--- src/rtl/parity_arbiter_pkg.sv ---
// Shared types and constants for parity_arbiter: FSM state encoding,
// error-counter ceiling, and the requester-index width helper.
package parity_arbiter_pkg;

    typedef enum logic [1:0] {
        IDLE   = 2'd0,
        CALC   = 2'd1,
        RESULT = 2'd2
    } state_e;

    localparam logic [7:0] ERRCNT_MAX = 8'hFF;

    // Width of a requester index; never narrower than one bit.
    function automatic int id_width(input int n);
        return (n < 2) ? 1 : $clog2(n);
    endfunction

endpackage

--- src/rtl/rr_pick.sv ---
// Combinational round-robin picker: the first set req bit scanning upward
// from last+1 with wrap, returned both one-hot and as an index.
module rr_pick
    import parity_arbiter_pkg::*;
#(
    parameter int  NREQ = 4,
    localparam int IW   = id_width(NREQ)
) (
    input  logic [NREQ-1:0] req,
    input  logic [IW-1:0]   last,
    output logic [NREQ-1:0] win_onehot,
    output logic [IW-1:0]   win_idx
);

    logic [IW-1:0] cand;

    // NOTE: every variable written here gets a default first, so no path
    // through the block leaves a value unassigned and no latch is inferred.
    always_comb begin
        cand    = '0;
        win_idx = '0;
        // Walk from farthest to nearest so the nearest requester after 'last' wins.
        for (int k = NREQ; k >= 1; k--) begin
            cand = IW'((int'(last) + k) % NREQ);
            if (req[cand]) begin
                win_idx = cand;
            end
        end
        win_onehot = (req != '0) ? (NREQ'(1) << win_idx) : '0;
    end

endmodule

--- src/rtl/parity_arbiter.sv ---
// Round-robin arbiter sharing one reduction-parity unit among NREQ requesters.
// Optional per-result parity check and error counter: PARITY_ARBITER_ERRCNT_EN.
module parity_arbiter
    import parity_arbiter_pkg::*;
#(
    parameter int  NREQ = 4,
    parameter int  DW   = 8,
    localparam int IW   = id_width(NREQ)
) (
    input  logic               clk,
    input  logic               rst_n,
    input  logic [NREQ-1:0]    req,
    input  logic [NREQ*DW-1:0] data,
    output logic [NREQ-1:0]    gnt,
    output logic               busy,
    output logic               res_valid,
    input  logic               res_ready,
    output logic [IW-1:0]      res_id,
    output logic               odd_parity,
    output logic               even_parity
`ifdef PARITY_ARBITER_ERRCNT_EN
    ,
    input  logic [NREQ-1:0]    exp_odd,
    output logic               par_err,
    output logic [7:0]         err_cnt
`endif
);

    state_e          state;
    state_e          state_nxt;
    logic [DW-1:0]   data_q;
    logic [IW-1:0]   id_q;
    logic [IW-1:0]   last;
    logic [NREQ-1:0] pick_onehot;
    logic [IW-1:0]   pick_idx;
    logic [DW-1:0]   pick_word;
    logic            capture;
    logic            calc_odd;

    rr_pick #(.NREQ(NREQ)) u_pick (
        .req        (req),
        .last       (last),
        .win_onehot (pick_onehot),
        .win_idx    (pick_idx)
    );

    always_comb begin
        pick_word = '0;
        for (int i = 0; i < NREQ; i++) begin
            if (pick_idx == IW'(i)) begin
                pick_word = data[i*DW +: DW];
            end
        end
    end

    assign capture  = (state == IDLE) && (req != '0);
    assign calc_odd = ^data_q;
    assign busy     = (state != IDLE);

    // NOTE: sequential state uses non-blocking assignments so every register
    // samples pre-edge values, independent of block ordering.
    always_ff @(posedge clk) begin
        if (!rst_n) begin
            state <= IDLE;
        end else begin
            state <= state_nxt;
        end
    end

    always_comb begin
        state_nxt = state;
        case (state)
            IDLE:    if (req != '0) state_nxt = CALC;
            CALC:    state_nxt = RESULT;
            RESULT:  if (res_ready) state_nxt = IDLE;
            default: state_nxt = IDLE;
        endcase
    end

    // Capture in IDLE, compute in CALC, hold the result in RESULT until taken.
    always_ff @(posedge clk) begin
        if (!rst_n) begin
            gnt         <= '0;
            data_q      <= '0;
            id_q        <= '0;
            last        <= IW'(NREQ - 1);
            res_valid   <= 1'b0;
            res_id      <= '0;
            odd_parity  <= 1'b0;
            even_parity <= 1'b1;
        end else begin
            gnt <= '0;
            case (state)
                IDLE: begin
                    if (capture) begin
                        data_q <= pick_word;
                        id_q   <= pick_idx;
                        last   <= pick_idx;
                        gnt    <= pick_onehot;
                    end
                end
                CALC: begin
                    odd_parity  <= calc_odd;
                    even_parity <= ~calc_odd;
                    res_id      <= id_q;
                    res_valid   <= 1'b1;
                end
                RESULT: begin
                    if (res_ready) res_valid <= 1'b0;
                end
                default: ;
            endcase
        end
    end

`ifdef PARITY_ARBITER_ERRCNT_EN
    logic exp_q;

    always_ff @(posedge clk) begin
        if (!rst_n) begin
            exp_q   <= 1'b0;
            par_err <= 1'b0;
            err_cnt <= '0;
        end else begin
            case (state)
                IDLE: begin
                    if (capture) exp_q <= exp_odd[pick_idx];
                end
                CALC: begin
                    par_err <= (calc_odd != exp_q);
                    if ((calc_odd != exp_q) && (err_cnt != ERRCNT_MAX)) begin
                        err_cnt <= err_cnt + 8'd1;
                    end
                end
                RESULT: begin
                    if (res_ready) par_err <= 1'b0;
                end
                default: ;
            endcase
        end
    end
`endif

endmodule

--- config.mk ---
export PLATFORM = sky130hd
export DESIGN_NAME = parity_arbiter
export DESIGN_NICKNAME = d
export VERILOG_FILES = /design/src/rtl/parity_arbiter_pkg.sv /design/src/rtl/rr_pick.sv /design/src/rtl/parity_arbiter.sv
export SDC_FILE = /design/constraint.sdc
export NUM_CORES = 1
export LEC_CHECK = 0
export CAP_MARGIN = 10
export CORE_UTILIZATION = 40
export CTS_CLUSTER_DIAMETER = 200
export DETAILED_ROUTE_END_ITERATION = 12
export HOLD_SLACK_MARGIN = 0.15
export PLACE_DENSITY_LB_ADDON = 0.05
export SLEW_MARGIN = 5
export SYNTH_ARGS = -nofsm -noshare
export SYNTH_HDL_FRONTEND = slang
export SYNTH_SLANG_ARGS = --single-unit
--- constraint.sdc ---
create_clock -name clk -period 1.57 [get_ports clk]
set_clock_uncertainty 0.15 [all_clocks]
set_input_delay 0.2355 -clock clk [delete_from_list [all_inputs] [get_ports clk]]
set_output_delay 0.2355 -clock clk [all_outputs]
set_load 0.03 [all_outputs]
==> impl_results.md <==
* Vias per inst at 5.39
* 1st-pass router iterations at 4
* Die X at 59.7 um
* Via count at 1461
* CTS tree: yes
* Routed wire length at 4.25 mm
* Largest net degree at the start of global routing at 16
* Final cycle utilization of the critical path at 112%
* Antenna violations before repair at 0
* WL/cell at 15.7 um
* FMAX at between 0.5 and 0.6 GHz
* Post-synth ARST share at 0%
* Period minus WS final at 1760 ps
* Diode count at 0
* Drt drc at 0
* Height of the die at 59.7 um
* Worst slew margin at slightly below 80%
* Net Sw Frac at 36.9%
* # IOs at 49
* Logic pwr share at about half
* R2R setup slack at -190 ps
* Clock-pin slew on the worst setup and hold paths at around 140 ps
* Mapped cell area at 1330 um2
* Starting density of the core at 42.9%
* Area growth from synthesis to layout at 64.0%
* Mean Syn Cell Area at roughly 8.4 um2
* CP endpoint kind: flip-flop
* Yosys reg bits at 23
* CTS H-tree lvls at 1
* Path depth of the worst reg2reg path at 7
* Clk sinks at 23
* Detailed Place HPWL at roughly 2.9 mm
* Yosys warnings at 0
* GRT Resource Usage Total at approximately a quarter
* GP Congestion at between 0.7 and 0.8
* CP max FO at 8
* Most frequent cells in the layout: clkdlybuf4s50_1 (34), dfxtp_1 (21), buf_4 (17)
* Total power at ~2.0 mW
* Slew Viols, Final at 0
* Worst EP arrival at 1850 ps
* Core Util, Final at between 70% and 80%
* DP Worst Slack at -719 ps
* PwrDens at 903 nW/um2
* Commonest non-fill, non-tap cell in the layout: clkdlybuf4s50_1
* Row count at 20
* Fin nets at 267
* Leak at 0.866 nW
* Setup violators final at 13
* Final Worst Setup Slack at -189 ps
* Internal power at 1.24 mW
* Post-synth EDFFs at 0
* Top FF cell, synth: dfxtp_1
* CTS root buffer: clkbuf_4
* CTS Hold Buffers Added at 0
* First-pass GRT wire length at 6.46 mm
* Yosys cell types at slightly above 40
* Critical Path RT at 1660 ps
* Core Area at 3100 um2
* Worst setup SP type: flip-flop
* Dpl cells at 262
* Hold path cells at 2
* Synth Net Count at 198
* Sequential element share of the synthesized area at 34.6%
* PortBufs at 48
* CTS buffer count at 3
* Status: complete, but fails checks
* Fraction of layout cells with a size suffix above 1 at 27.3%
* Final ANT Viol Nets at 0
* DRT iter0 DRCs at 49
* Worst slew pin tran at between 300 and 400 ps
* Fin cells at between 200 and 300
* Clock latency on the worst-skew pair at 310 ps
* Clk pwr share at 14.1%
* Max-capacitance violation count at 0
* Fin Hold WS at just over 300 ps
* Flop pwr share at 36.8%
* Final Hold Fails at 0
* Failing checks: negative setup slack
* Unrepaired setup endpoints after global routing: true
* Switching power at 727 uW
* Synthesized instance count at about 160
* Peak supply drop at 0.000412 V
* GRT overflow at 0
* Setup CP Type: flip-flop to flip-flop
* Total Die Area at approximately 3600 um2
* Deepest clock path buffer count at 2
* HP Class: flip-flop to flip-flop
* Vias in the first global route at 1390
-- synth_stat cells (4+ instances only) --
cell type | instances | share of area [%]
inv_1 | 4 | 1.1
dfxtp_1 | 23 | 35
mux2i_1 | 5 | 3.8
nor2_1 | 4 | 1.1
a32oi_1 | 7 | 4.6
xnor2_1 | 6 | 4.0
clkbuf_1 | 4 | 1.1
nand3_1 | 11 | 4.1
nand2_1 | 16 | 4.5
a21oi_1 | 12 | 4.5
nor3_1 | 5 | 1.9
o21a_1 | 7 | 4.0
a22oi_1 | 7 | 4.0
o21ai_0 | 14 | 5.3
-- power by group through the flow --
stage | Sequential [mW] | Clock [mW] | Combinational [mW]
floorplan | 0.768 | 0 | 0.506
global placement | 0.727 | 0 | 0.876
detailed placement | 0.731 | 0 | 0.894
CTS | 0.719 | 0.278 | 0.938
global route | 0.734 | 0.297 | 1.04
finish | 0.725 | 0.279 | 0.967
-- final timing paths --
path               from          to
max             last[1]      gnt[1]
min          odd_parity  odd_parity
max reg2reg     last[1]      gnt[1]
min reg2reg  odd_parity  odd_parity
-- per-stage QoR --
stage	area (um2)	TNS, ps
after global routing	2180	-2860
after detailed placement	2060	-9320
after floorplan	1390	-504
final	2180	-1970
after global placement	2060	-8210
after CTS	2150	-1500
-- routing by layer --
layer | global-route usage, % | share of wire, % | up-vias
met2 | 45.1 | 51 | 49
met4 | 5.98 | 0.85 | 0
met5 | 0 | 0 | -
li1 | - | - | 723
met1 | 29.7 | 42 | 683
met3 | 4.33 | 5.2 | 6
-- sequential cells by signal, indices dropped and copies added (netlist names) --
register and cells:
state 2, data_q 8, last 2, id_q 2
even_parity 1, odd_parity 1, gnt 4, res_id 2
res_valid 1
-- final cells by class --
class | count | area [um2]
clock buffer | 3 | 22.5
timing repair buffer | 71 | 687
clock inverter | 1 | 5.00
sequential | 23 | 465
fill | 275 | 922
tap | 44 | 55.1
inverter | 5 | 18.8
multi-input combinational | 124 | 927
-- cells by family after synthesis --
| group | synth area share, % |
|---|---|
| compound gates | 31.5 |
| simple gates | 20.6 |
| flops | 34.6 |
| buf+inv | 4.89 |
| xor+xnor | 4.61 |
| mux | 3.76 |
-- worst max-delay path, stage by stage (launching register included) --
cell,delay (ps)
dfxtp_4,440
and3b_2,250
or2_4,210
nor2_4,60
buf_4,130
buf_6,110
buf_4,130
nor3_1,210
-- repair_timing --
action / CTS / global route
buffers inserted: 2 / 1
gates resized for setup: 29 / 8
gates cloned: 2 / 0
endpoints found under the setup margin: 26 / 17
pin swaps: 9 / 1
No activity file was read; power rests on OpenSTA's default activity.
